===== src/rtl/alu_issue.sv =====
// Issue/writeback sequencer in front of the registered RV32I integer ALU.
// Decodes OP/OP-IMM, drives the ALU, waits out its latency and hands the result to writeback.
//
// state   | meaning
// IDLE    | ready for a new instruction
// ISSUE   | ALU operands stable, ALU samples them at the end of this cycle
// CAPTURE | ALU result valid, captured at the end of this cycle
// DONE    | result presented to writeback, held until res_ready
module alu_issue #(
    parameter int DATA_WIDTH = 32,
    parameter int OP_WIDTH   = 4
) (
    input  logic                  clk,
    input  logic                  rst_n,
    input  logic                  in_valid,
    output logic                  in_ready,
    input  logic [31:0]           in_instr,
    input  logic [DATA_WIDTH-1:0] in_rs1_val,
    input  logic [DATA_WIDTH-1:0] in_rs2_val,
    output logic [OP_WIDTH-1:0]   alu_op,
    output logic [DATA_WIDTH-1:0] alu_a,
    output logic [DATA_WIDTH-1:0] alu_b,
    input  logic [DATA_WIDTH-1:0] alu_out,
    input  logic                  alu_fault,
    output logic                  res_valid,
    input  logic                  res_ready,
    output logic [DATA_WIDTH-1:0] res_data,
    output logic [4:0]            res_rd,
    output logic                  res_fault,
    output logic                  res_we
);

    typedef enum logic [1:0] {
        IDLE    = 2'd0,
        ISSUE   = 2'd1,
        CAPTURE = 2'd2,
        DONE    = 2'd3
    } state_t;

    localparam logic [6:0] OPC_OP_IMM = 7'b0010011;
    localparam logic [6:0] OPC_OP     = 7'b0110011;
    localparam logic [6:0] F7_ZERO    = 7'b0000000;
    localparam logic [6:0] F7_ALT     = 7'b0100000;

    state_t                state_q, state_d;
    logic [OP_WIDTH-1:0]   alu_op_q, alu_op_d;
    logic [DATA_WIDTH-1:0] alu_a_q, alu_a_d;
    logic [DATA_WIDTH-1:0] alu_b_q, alu_b_d;
    logic [4:0]            rd_q, rd_d;
    logic [DATA_WIDTH-1:0] res_data_q, res_data_d;
    logic                  res_fault_q, res_fault_d;
    logic                  res_we_q, res_we_d;

    logic [6:0]            opcode;
    logic [2:0]            f3;
    logic [6:0]            f7;
    logic                  dec_legal;
    logic [OP_WIDTH-1:0]   dec_op;
    logic [DATA_WIDTH-1:0] dec_b;
    logic                  unused_rs1_idx;

    assign opcode = in_instr[6:0];
    assign f3     = in_instr[14:12];
    assign f7     = in_instr[31:25];

    // Register indices are resolved upstream; only the values arrive here.
    assign unused_rs1_idx = ^in_instr[19:15];

    always_comb begin
        dec_legal = 1'b0;
        dec_op    = '0;
        dec_b     = in_rs2_val;
        case (opcode)
            OPC_OP_IMM: begin
                dec_b = {{(DATA_WIDTH-12){in_instr[31]}}, in_instr[31:20]};
                case (f3)
                    3'b001: begin
                        dec_legal = (f7 == F7_ZERO);
                        dec_op    = 4'b0001;
                    end
                    3'b101: begin
                        if (f7 == F7_ZERO) begin
                            dec_legal = 1'b1;
                            dec_op    = 4'b0101;
                        end else if (f7 == F7_ALT) begin
                            dec_legal = 1'b1;
                            dec_op    = 4'b1101;
                        end
                    end
                    default: begin
                        dec_legal = 1'b1;
                        dec_op    = {1'b0, f3};
                    end
                endcase
            end
            OPC_OP: begin
                if (f7 == F7_ZERO) begin
                    dec_legal = 1'b1;
                    dec_op    = {1'b0, f3};
                end else if (f7 == F7_ALT && f3 == 3'b000) begin
                    dec_legal = 1'b1;
                    dec_op    = 4'b1000;
                end else if (f7 == F7_ALT && f3 == 3'b101) begin
                    dec_legal = 1'b1;
                    dec_op    = 4'b1101;
                end
            end
            default: ;
        endcase
    end

    always_comb begin
        state_d     = state_q;
        alu_op_d    = alu_op_q;
        alu_a_d     = alu_a_q;
        alu_b_d     = alu_b_q;
        rd_d        = rd_q;
        res_data_d  = res_data_q;
        res_fault_d = res_fault_q;
        res_we_d    = res_we_q;
        case (state_q)
            IDLE: begin
                if (in_valid) begin
                    rd_d = in_instr[11:7];
                    if (dec_legal) begin
                        alu_op_d = dec_op;
                        alu_a_d  = in_rs1_val;
                        alu_b_d  = dec_b;
                        state_d  = ISSUE;
                    end else begin
                        // Illegal: bypass the ALU and report straight away.
                        res_data_d  = '0;
                        res_fault_d = 1'b1;
                        res_we_d    = 1'b0;
                        state_d     = DONE;
                    end
                end
            end
            ISSUE: state_d = CAPTURE;
            CAPTURE: begin
                res_data_d  = alu_out;
                res_fault_d = alu_fault;
                res_we_d    = (rd_q != 5'd0) && !alu_fault;
                state_d     = DONE;
            end
            DONE: begin
                if (res_ready) state_d = IDLE;
            end
            default: state_d = IDLE;
        endcase
    end

    always_ff @(posedge clk or negedge rst_n) begin
        if (!rst_n) begin
            state_q     <= IDLE;
            alu_op_q    <= '0;
            alu_a_q     <= '0;
            alu_b_q     <= '0;
            rd_q        <= '0;
            res_data_q  <= '0;
            res_fault_q <= 1'b0;
            res_we_q    <= 1'b0;
        end else begin
            state_q     <= state_d;
            alu_op_q    <= alu_op_d;
            alu_a_q     <= alu_a_d;
            alu_b_q     <= alu_b_d;
            rd_q        <= rd_d;
            res_data_q  <= res_data_d;
            res_fault_q <= res_fault_d;
            res_we_q    <= res_we_d;
        end
    end

    assign in_ready  = (state_q == IDLE);
    assign res_valid = (state_q == DONE);
    assign alu_op    = alu_op_q;
    assign alu_a     = alu_a_q;
    assign alu_b     = alu_b_q;
    assign res_data  = res_data_q;
    assign res_rd    = rd_q;
    assign res_fault = res_fault_q;
    assign res_we    = res_we_q;

endmodule


===== config.mk =====
export PLATFORM = sky130hd
export DESIGN_NAME = alu_issue
export DESIGN_NICKNAME = d
export VERILOG_FILES = /design/src/rtl/alu_issue.sv
export SDC_FILE = /design/constraint.sdc
export NUM_CORES = 1
export LEC_CHECK = 0
export CAP_MARGIN = 10
export CORE_MARGIN = 3
export CORE_UTILIZATION = 41
export CTS_CLUSTER_DIAMETER = 40
export DETAILED_ROUTE_END_ITERATION = 10
export PLACE_DENSITY_LB_ADDON = 0.15
export SYNTH_ARGS = -nofsm -noshare
export SYNTH_HDL_FRONTEND = slang
export SYNTH_SLANG_ARGS = --single-unit

===== constraint.sdc =====
create_clock -name clk -period 2.44 [get_ports clk]
set_clock_uncertainty 0.05 [all_clocks]
set_input_delay 0.244 -clock clk [delete_from_list [all_inputs] [get_ports clk]]
set_output_delay 0.244 -clock clk [all_outputs]
set_load 0.02 [all_outputs]

# Word level (Yosys, flattened, before mapping)
# Cells that the tools add are included.
[word_totals]
ff_bits = 109
latch_bits = 0
input_bits = 133
mem_bits_ro = 0
ram_bits = 0
out_inout_bits = 109
elab_cells = 60
n_memories = 0
[op_classes]
bitwise = 0
n_mux = 28
addsub = 0
n_eq_ne = 11
n_shift = 0
n_lt_le_gt_ge = 0
n_mul = 0
n_reduce_logical = 13
n_div = 0
[op_table]
columns = ["operator", "count"]
rows = [
  ["two-way mux 32 bit", 3],
  ["case mux 32 bit (2 select lines)", 1],
  ["two-way mux 4 bit", 5],
  ["case mux 4 bit (2 select lines)", 2],
  ["equality test 7 x 6 -> 1 bit (second input constant)", 2],
  ["two-way mux 1 bit", 9],
  ["case mux 1 bit (2 select lines)", 4],
  ["case mux 2 bit (4 select lines)", 1],
  ["equality test 7 x 5 -> 1 bit (second input constant)", 1],
  ["logical NOT 7 bit", 1],
  ["two-way mux 2 bit", 3],
  ["AND reduction 3 bit", 2],
  ["nonzero test 5 bit", 1],
  ["equality test 2 bit (second input constant)", 2],
  ["!= test 2 bit (second input constant)", 2],
  ["AND reduction 2 bit", 2],
  ["equality test 3 x 1 -> 1 bit (second input constant)", 1],
  ["equality test 3 bit (second input constant)", 1],
  ["logical AND 1 bit", 3],
  ["logical NOT 3 bit", 1],
  ["equality test 2 x 1 -> 1 bit (second input constant)", 1],
  ["logical NOT 2 bit", 1],
  ["!= test 2 x 1 -> 1 bit (second input constant)", 1],
  ["nonzero test 2 bit", 1],
  ["logical NOT 1 bit", 1],
]

# Longest topological paths before layout
# Gate-level depths: netlist of run 1.
[depth]
ltp_word = 9
ltp_mapped = 9
ltp_nobuf = 7

# Worst setup path after synthesis of run 1
# OpenSTA, ideal clock, no wires.
[synth_path]
path_type = "flip-flop to flip-flop"
from = "register state_q[0]"
to = "register res_fault_q, in the netlist res_fault"
t_required_ns = 2.265
arrival_time_ns = 1.975
path_buffers = 1
synth_period_minus_slack_ns = 2.150
setup_slack_ns = 0.290
path_stages_with_launch = 9
cell_sequence = "dfrtp_1 -> inv_1 -> ha_1 -> clkbuf_1 -> nand2_1 -> nand2_1 -> o21ai_1 -> a41oi_4 -> mux2_2"
[synth_via]
elab_chain_len = 3
elab_cells_between_ends = 7
[synth_lines]
columns = ["item", "line", "text"]
rows = [
  ["start: declaration", "45", "state_t state_q, state_d;"],
  ["start signal: assignment", "164", "state_q <= state_d;"],
  ["logical NOT 2 bit (*)", "-", ""],
  ["net in_ready", "16", "output logic in_ready,"],
  ["!= test 2 bit (no source line) or nonzero test 2 bit (tied branches)", "-", ""],
  ["AND reduction 3 bit (no source line)", "-", ""],
  ["end signal: assignment", "170", "res_fault_q <= res_fault_d;"],
  ["end: declaration", "51", "logic res_fault_q, res_fault_d;"],
]
# Mark *: on every way through the listed nets, which the timed path passes. The rest lies on a longest branch.
# A chain may end at the register's enable or synchronous reset.

# Worst setup path in the final report of run 1
[layout_path]
from = "register state_q[0]"
to = "register res_data_q[7], in the netlist res_data[7]"
[layout_via]
elab_chain_len = 3
elab_cells_between_ends = 7
[layout_lines]
columns = ["item", "line", "text"]
rows = [
  ["logical NOT 2 bit or equality test 2 bit (tied branches)", "121", "case (state_q)"],
  ["!= test 2 bit (no source line) or nonzero test 2 bit (tied branches)", "-", ""],
  ["AND reduction 3 bit (no source line)", "-", ""],
  ["end signal: assignment", "169", "res_data_q <= res_data_d;"],
  ["end: declaration", "50", "logic [DATA_WIDTH-1:0] res_data_q, res_data_d;"],
]
# Parallel ways exist; a longest one is shown, timed or not.

==> flow_summary.json, run 1 <==
{
  "syn_nets": 539,
  "rsz0062_at_grt": "false",
  "routed_wl_um": 13300,
  "nNetsFinal": 782,
  "clockRootBuffer": "clkbuf_16",
  "grt.overflow.total": 0,
  "min_period_ps": 2130,
  "syn_area_mm2": 0.00489,
  "grt.total_usage": 0.203,
  "cap_violations": 0,
  "clk_path_buf_depth": 2,
  "grt_antenna_before_repair": 0,
  "grt_pass1_wl_um": 20900,
  "area_delta_synth_final_pct": 57.8,
  "grt_max_degree": 44,
  "power_density_mw_per_mm2": 757,
  "start_util": 0.423,
  "vdd_ir_drop_max_uv": 505,
  "finalSetupViolCount": 0,
  "yosys.area.top_type_share": 0.557,
  "fin_util": 0.668,
  "rows": 39,
  "tritoncts": "done",
  "drive_gt1_frac": 0.133,
  "place_congestion": 0.797,
  "first_pass_iters": 4,
  "via_count": 3839,
  "dpl-instance-area_mm2": 0.00744,
  "dp_hpwl_um": 10100,
  "final.setup.tns_ps": 0,
  "critPathLaunchType": "flip-flop",
  "path_clk_slew_ps": 70,
  "post-route-cell-area_mm2": 0.00772,
  "die_w_um": 115,
  "end_kind": "flip-flop",
  "ant_nets": 0,
  "numPortBuffers": 236,
  "diodes": 0,
  "fp.dieArea_mm2": 0.0133,
  "drc": 0,
  "avgRoutedWirePerCell_um": 16.8,
  "synth_cell_types": 37,
  "first_global_vias": 4157,
  "synthCells": 403,
  "layout_common_cells": "clkdlybuf4s50_1, dfrtp_1, inv_1",
  "ys_top_cells_by_area": "dfrtp_1, mux2_2, mux2i_1",
  "hp-class": "in2async",
  "post-cts-setup-buffers": 0,
  "dr.first_iter.drc_count": 183,
  "critPathKind": "reg2reg",
  "synthArstFlopShare": 1.00,
  "worst_pin_slew_ps": 791,
  "maxSlewViolCount": 0,
  "critical_path_arrival_ps": 2340,
  "yosysTopAreaCell": "dfrtp_1",
  "finalHoldViolCount": 0,
  "fmax_ghz": 0.469,
  "design.core.area_mm2": 0.0116,
  "layout.cells.non_filler": 791,
  "htreeDepth": 3,
  "synthFlopType": "dfrtp_1",
  "ios": 242,
  "outcome": "finished clean",
  "numCtsBuffers": 9,
  "timing.final.crit_share": 0.875,
  "synth-seq-cells": 109,
  "ys_seq_area_frac": 0.557,
  "power.leakage_nw": 3.68,
  "synth_edf_count": 0,
  "worst_slew_margin_rel": 0.472,
  "dp.cells": 777,
  "synth_area_per_cell_um2": 12.1,
  "yosysWarnings": 0,
  "clkLatencyLatePin_ps": 340,
  "clock-sinks": 109,
  "avgViaCountPerCell": 4.85,
  "layout_commonest_cell": "clkdlybuf4s50_1",
  "dieHeight_um": 115,
  "cp_max_fo": 24,
  "worstPathRequired_ps": 2650
}
[sequential cells by signal (all words and copies together) (netlist names)]
name       count
res_fault      1
alu_op         4
res_rd         5
alu_a         32
alu_b         32
res_we         1
res_data      32
state_q        2
[synthesized netlist by cell type, types with 2 or more instances]
cell type / number
dfrtp_1: 109
inv_1: 57
mux2_2: 56
mux2i_1: 53
nand2_1: 37
a21oi_1: 24
clkbuf_1: 8
mux2_1: 8
buf_6: 6
buf_2: 5
nand2b_1: 4
nor2_1: 4
and3_1: 3
ha_1: 3
nor3_1: 3
nand3_1: 2
[area by class of cell]
| class | instances | area (um2) |
|---|---|---|
| clock buffers | 11 | 233 |
| fillers | 922 | 3840 |
| flip-flops and latches | 109 | 2730 |
| clock inverters | 2 | 37.5 |
| inverters | 57 | 214 |
| repair buffers | 252 | 2510 |
| multi-input cells | 217 | 1820 |
| well taps | 143 | 179 |
[timing repair]
action | 4_1_cts | 5_1_grt
endpoints found under the hold margin | 38 | 0
gates resized for setup | 0 | 0
hold buffers | 1 | 0
setup endpoints to repair | 0 | 0
[routing by layer]
layer | track usage | wire length [um]
met3 | 0.0758 | 1320
met1 | 0.231 | 5050
met4 | 0.0736 | 276
met5 | 0 | 0
met2 | 0.349 | 6670
[worst max-delay path, stage by stage, from the launching register on]
cell      delay [ps]
dfrtp_1          380
inv_1             70
ha_1             290
nand2b_1         250
nand3_1          110
o21ai_1          100
a41oi_4          310
buf_12           250
mux2i_1          230
[final timing paths]
| check | start | to | slack, ps | cells past startpoint |
|---|---|---|---|---|
| worst min-delay path | rst_n | res_data[22] | 370 | 2 |
| worst min register to register | alu_op[3] | alu_op[3] | 430 | 1 |
| worst max-delay path | state_q[0] | res_data[7] | 310 | 8 |
| worst max register to register | state_q[0] | res_data[7] | 310 | 8 |
| min in group clk | alu_out[3] | res_data[3] | 400 | 3 |
| max in group asynchronous | rst_n | alu_a[9] | 1200 | 3 |
[stage by stage]
| stage | power (mW) | setup WS (ps) | hold slack [ps] |
|---|---|---|---|
| 6_report | 5.84 | 306 | 370 |
| 5_1_grt | 6.18 | 146 | 406 |
| 4_1_cts | 5.94 | 276 | 381 |
| 3_5_place_dp | 4.51 | 15.8 | 218 |
| 3_3_place_gp | 4.44 | 28.0 | 208 |
| 2_1_floorplan | 3.51 | 290 | -102 |
[power breakdown]
group / switching [mW] / internal [mW]
sequential: 0.154 / 2.07
clock: 0.619 / 0.781
combinational: 1.10 / 1.12
[cells by family (layout without fill, tap and decap cells)]
kind of cell               Yosys count  after routing  share of synthesized area
and+or+nand+nor                     61             61                     0.0619
adders and majority gates            3              3                    0.00767
muxes                              117            117                      0.256
AOI/OAI and AO/OA                   35             35                     0.0453
xor gates and xnor gates             1              1                    0.00179
DFF                                109            109                      0.557
buffers and inverters               77            322                     0.0703
(Power assumes the default switching activity.)
==> run 2, diff against run 1 <==
Settings changed: CORE_MARGIN 3 to unset, CORE_UTILIZATION 41 to 42, CTS_BUF_LIST set to sky130_fd_sc_hd__clkbuf_4 sky130_fd_sc_hd__clkbuf_8, SLEW_MARGIN set to 20.
==> flow_summary.json, run 2 (synthesis gave the netlist of run 1 again) <==
{
  "power_mw": 5.73,
  "timing.rr.start": "state_q[1]",
  "regArea_mm2": 0.00273,
  "p_int_mw": 3.87,
  "worst_slew_margin_rel": 0.560,
  "hold-worst-slack_ps": 363,
  "setup.worst_path.start": "state_q[1]",
  "fin_util": 0.679,
  "cap_violations": 0,
  "seqPwrFrac": 0.388,
  "area_delta_synth_final_pct": 57.7,
  "first_pass_iters": 4,
  "end_kind": "flip-flop",
  "diodes": 0,
  "ant_nets": 0,
  "worstPathRequired_ps": 2690,
  "grt.overflow.total": 0,
  "grt.total_usage": 0.213,
  "fmax_ghz": 0.454,
  "swShare": 0.323,
  "cts_resized": 0,
  "htreeDepth": 3,
  "dr.first_iter.drc_count": 101,
  "nNetsFinal": 784,
  "path_depth": 8,
  "reg2reg_depth": 8,
  "max_stage_delay_ps": 490,
  "crit_family": "compound AO/OA/AOI/OAI gates",
  "use_met2": 0.359,
  "critPathKind": "reg2reg",
  "clk_path_buf_depth": 2,
  "clock-sinks": 109,
  "timing.final.crit_share": 0.903,
  "min_period_ps": 2200,
  "numCtsBuffers": 9,
  "first_global_vias": 3956,
  "dp_slack_ps": -5.00,
  "finalSetupViolCount": 0,
  "hp-class": "in2reg",
  "clockRootBuffer": "clkbuf_8",
  "cp_max_fo": 15,
  "finalHoldViolCount": 0,
  "critical_path_arrival_ps": 2450,
  "clkLatencyLatePin_ps": 370,
  "worstHoldStart": "alu_out[11]",
  "layout_commonest_cell": "clkdlybuf4s50_1",
  "critPathLaunchType": "flip-flop",
  "met3_usage": 0.0723,
  "path_clk_slew_ps": 100,
  "power_density_mw_per_mm2": 742,
  "ios": 242,
  "numPortBuffers": 236,
  "routed_wl_um": 12500,
  "via_count": 3861,
  "dieHeight_um": 110,
  "avgViaCountPerCell": 4.85,
  "power.switching_mw": 1.85,
  "power.leakage_nw": 3.69,
  "path_cells": "inv_1, ha_1, nand2b_1, nand3_1, o21ai_1, a41oi_4, buf_12, mux2i_1",
  "layout_common_cells": "clkdlybuf4s50_1, dfrtp_1, inv_1",
  "worst_pin_slew_ps": 661,
  "outcome": "finished clean",
  "drive_gt1_frac": 0.142,
  "die_w_um": 110,
  "avgRoutedWirePerCell_um": 15.7,
  "drc": 0,
  "fillers": 885,
  "dp_hpwl_um": 9440,
  "design.core.area_mm2": 0.0114,
  "grt_pass1_wl_um": 19200,
  "fp.dieArea_mm2": 0.0121,
  "clkPwrFrac": 0.216,
  "p_comb_frac": 0.396,
  "grt_max_degree": 62,
  "grtUsageMet1": 0.243,
  "rows": 39,
  "place_congestion": 0.715,
  "grt_busiest_layer": "met2",
  "tritoncts": "done",
  "start_util": 0.430,
  "vdd_ir_drop_max_uv": 497,
  "rsz0062_at_grt": "false",
  "cpMaxStageDelayCell": "a41oi_4",
  "grt_antenna_before_repair": 0,
  "holdPathStages": 3,
  "maxSlewViolCount": 0,
  "multi_input_area_mm2": 0.00182,
  "critPathBufInv": 2,
  "worst_slack_ps": 236
}
[run 2: cell count changes in the layout (fill, tap and decap cells not counted), sizes merged]
cell / delta
clkinvlp: -1
buf: +2
clkbuf: +1
bufinv: +1
clkinv: +2
[run 2: timing repair]
item | CTS | global route
buffers inserted | 0 | 0
setup endpoints to repair | 0 | 0
endpoints found under the hold margin | 48 | 0
hold buffers | 1 | 0
[run 2: per-stage QoR]
step | area (um2) | setup TNS [ps] | std cells
global route | 7720 | 0 | 796
finish | 7720 | 0 | 796
detailed placement | 7480 | -5.00 | 779
CTS | 7720 | 0 | 796
floorplan | 4890 | 0 | 403
global placement | 7480 | 0 | 779
[run 2: path summary, 6_finish.rpt]
path | endpoint | slack [ps]
max | res_data[5] | 240
min | res_data[11] | 360
max reg2reg | res_data[5] | 240
min reg2reg | alu_op[3] | 440
max in group asynchronous | res_data[30] | 1170
min in group asynchronous | alu_a[3] | 380
[run 2: worst min-delay path, cell delays in order]
cell and delay (ps):
clkdlybuf4s50_1 390, nand2_1 60, mux2i_1 60
[run 2: area by class of cell]
| class | instances | area share |
|---|---|---|
| Inverter | 57 | 0.0277 |
| Sequential cell | 109 | 0.353 |
| Timing Repair Buffer | 254 | 0.330 |
| Clock buffer | 12 | 0.0206 |
| Tap cell | 143 | 0.0232 |
| Clock inverter | 4 | 0.00908 |
| Multi-Input combinational cell | 217 | 0.236 |
[run 2: power groups by stage]
stage | logic [mW] | clock network, mW | registers, mW
final | 2.27 | 1.24 | 2.22
after global routing | 2.44 | 1.34 | 2.26
after CTS | 2.29 | 1.28 | 2.23
after detailed placement | 2.28 | 0 | 2.26
after global placement | 2.23 | 0 | 2.24
after floorplan | 0.970 | 0 | 2.54
[run 2: layer usage]
layer	vias to the layer above	part of all wire
li1	1825	-
met1	1872	0.40
met2	145	0.49
met3	19	0.087
met4	0	0.023
met5	-	0
==> run 3, diff against run 2 <==
Settings changed: CORE_MARGIN set to 2.
==> flow_summary.json, run 3 (synthesis gave the netlist of run 1 again) <==
{
  "seqPwrFrac": 0.405,
  "rows": 39,
  "grt.overflow.total": 0,
  "nNetsFinal": 783,
  "end_kind": "flip-flop",
  "drc": 0,
  "avgRoutedWirePerCell_um": 16.1,
  "clkPwrFrac": 0.190,
  "avgViaCountPerCell": 4.84,
  "critPathLaunchType": "flip-flop",
  "vdd_ir_drop_max_uv": 495,
  "worstPathRequired_ps": 2690,
  "ant_nets": 0,
  "ctsHoldBuffers": 1,
  "p_comb_frac": 0.405,
  "worst_pin_slew_ps": 601,
  "dr.first_iter.drc_count": 218,
  "start_util": 0.429,
  "power_mw": 5.48,
  "critPathKind": "reg2reg",
  "htreeDepth": 3,
  "maxSlewViolCount": 0,
  "die_w_um": 112,
  "reg2reg_slack_ps": 270,
  "hp-class": "in2async",
  "critical_path_arrival_ps": 2420,
  "cap_violations": 0,
  "wl_met3_um": 1200,
  "min_period_ps": 2170,
  "post-cts-setup-buffers": 0,
  "power.switching_mw": 1.86,
  "first_global_vias": 4247,
  "design.core.area_mm2": 0.0114,
  "worst_slew_margin_rel": 0.599,
  "grt_antenna_before_repair": 0,
  "fin_util": 0.670,
  "clk_path_buf_depth": 2,
  "fmax_ghz": 0.460,
  "tritoncts": "done",
  "swShare": 0.338,
  "grt_pass1_wl_um": 20800,
  "clockRootBuffer": "clkbuf_8",
  "fp.dieArea_mm2": 0.0125,
  "timing.rr.start": "state_q[0]",
  "layout_common_cells": "clkdlybuf4s50_1, dfrtp_1, inv_1",
  "first_pass_iters": 4,
  "max_stage_delay_ps": 380,
  "place_congestion": 0.792,
  "drive_gt1_frac": 0.141,
  "power.leakage_nw": 3.66,
  "cp_max_fo": 28,
  "routed.top_layer": "met4",
  "clkLatencyLatePin_ps": 380,
  "power_density_mw_per_mm2": 717,
  "path_clk_slew_ps": 100,
  "via_count": 3844,
  "outcome": "finished clean",
  "wl_met1_um": 5140,
  "multi_input_area_mm2": 0.00182,
  "dp_hpwl_um": 9640,
  "cpMaxStageDelayCell": "dfrtp_1",
  "dieHeight_um": 112,
  "rsz0062_at_grt": "false",
  "finalSetupViolCount": 0,
  "timing.final.crit_share": 0.891,
  "dr_wl_met2_um": 6220,
  "p_int_mw": 3.63,
  "fillers": 902,
  "area_delta_synth_final_pct": 56.4,
  "grt_max_degree": 48,
  "grt.total_usage": 0.210,
  "clock-sinks": 109,
  "numCtsBuffers": 9,
  "r2r-end": "res_data[30]",
  "layout_commonest_cell": "clkdlybuf4s50_1",
  "cts_resized": 0,
  "finalHoldViolCount": 0,
  "path_cells": "inv_1, ha_1, nand2b_1, nand3_1, o21ai_1, a41oi_4, buf_12, mux2i_1",
  "diodes": 0,
  "routed_wl_um": 12800,
  "final.setup.tns_ps": 0,
  "numPortBuffers": 236,
  "regArea_mm2": 0.00273,
  "ios": 242,
  "reg2reg_depth": 8
}
==> run 3: changes by cell type in the layout (fill, tap and decap cells not counted), sizes merged <==
cell,delta
buf,-1
bufinv,-2
clkinv,+1
clkinvlp,+1
==> run 3: metrics by stage <==
stage,cells,area [um2],hold WS [ps],setup WS [ps]
final,795,7650,343,265
after CTS,795,7650,338,245
after floorplan,403,4890,-102,290
after detailed placement,778,7460,244,13.8
after global placement,778,7460,232,98.9
after global routing,795,7650,356,114
==> run 3: area by class of cell <==
class                   count  share of cell area
well taps                 143              0.0234
inverters                  57              0.0280
multi-input cells         217               0.238
repair buffers            253               0.330
flip-flops and latches    109               0.357
clock inverters             4             0.00294
clock buffers              12              0.0208
==> run 3: routing by layer <==
layer  vias up  GRT usage
met3        19     0.0768
met4         0     0.0854
li1       1818          -
met5         -          0
met2       154      0.348
met1      1853      0.250
==> run 3: worst max-delay path by stage <==
| stage | from | to | slack [ps] |
|---|---|---|---|
| after floorplan | state_q[0] | res_fault | 290 |
| after CTS | state_q[0] | res_data[30] | 250 |
| after global placement | in_instr[12] | alu_a[14] | 100 |
| final | state_q[0] | res_data[30] | 270 |
| after detailed placement | in_instr[12] | alu_a[15] | 10 |
| after global routing | state_q[0] | res_data[30] | 110 |
==> run 3: critical path, delay by kind of cell, from the launching register on <==
family	cells	cell delay, ps
AND/OR/NAND/NOR	2	350
multiplexers	1	250
flip-flops	1	380
buffers and inverters	2	340
adder cells (fa/ha/maj)	1	290
AO/OA/AOI/OAI	2	410
==> run 3: power groups by stage <==
stage / Sequential [mW] / Combinational (mW) / Clock, mW
floorplan: 2.54 / 0.970 / 0
global placement: 2.24 / 2.19 / 0
detailed placement: 2.26 / 2.24 / 0
CTS: 2.22 / 2.25 / 1.08
global route: 2.26 / 2.39 / 1.14
finish: 2.22 / 2.22 / 1.04
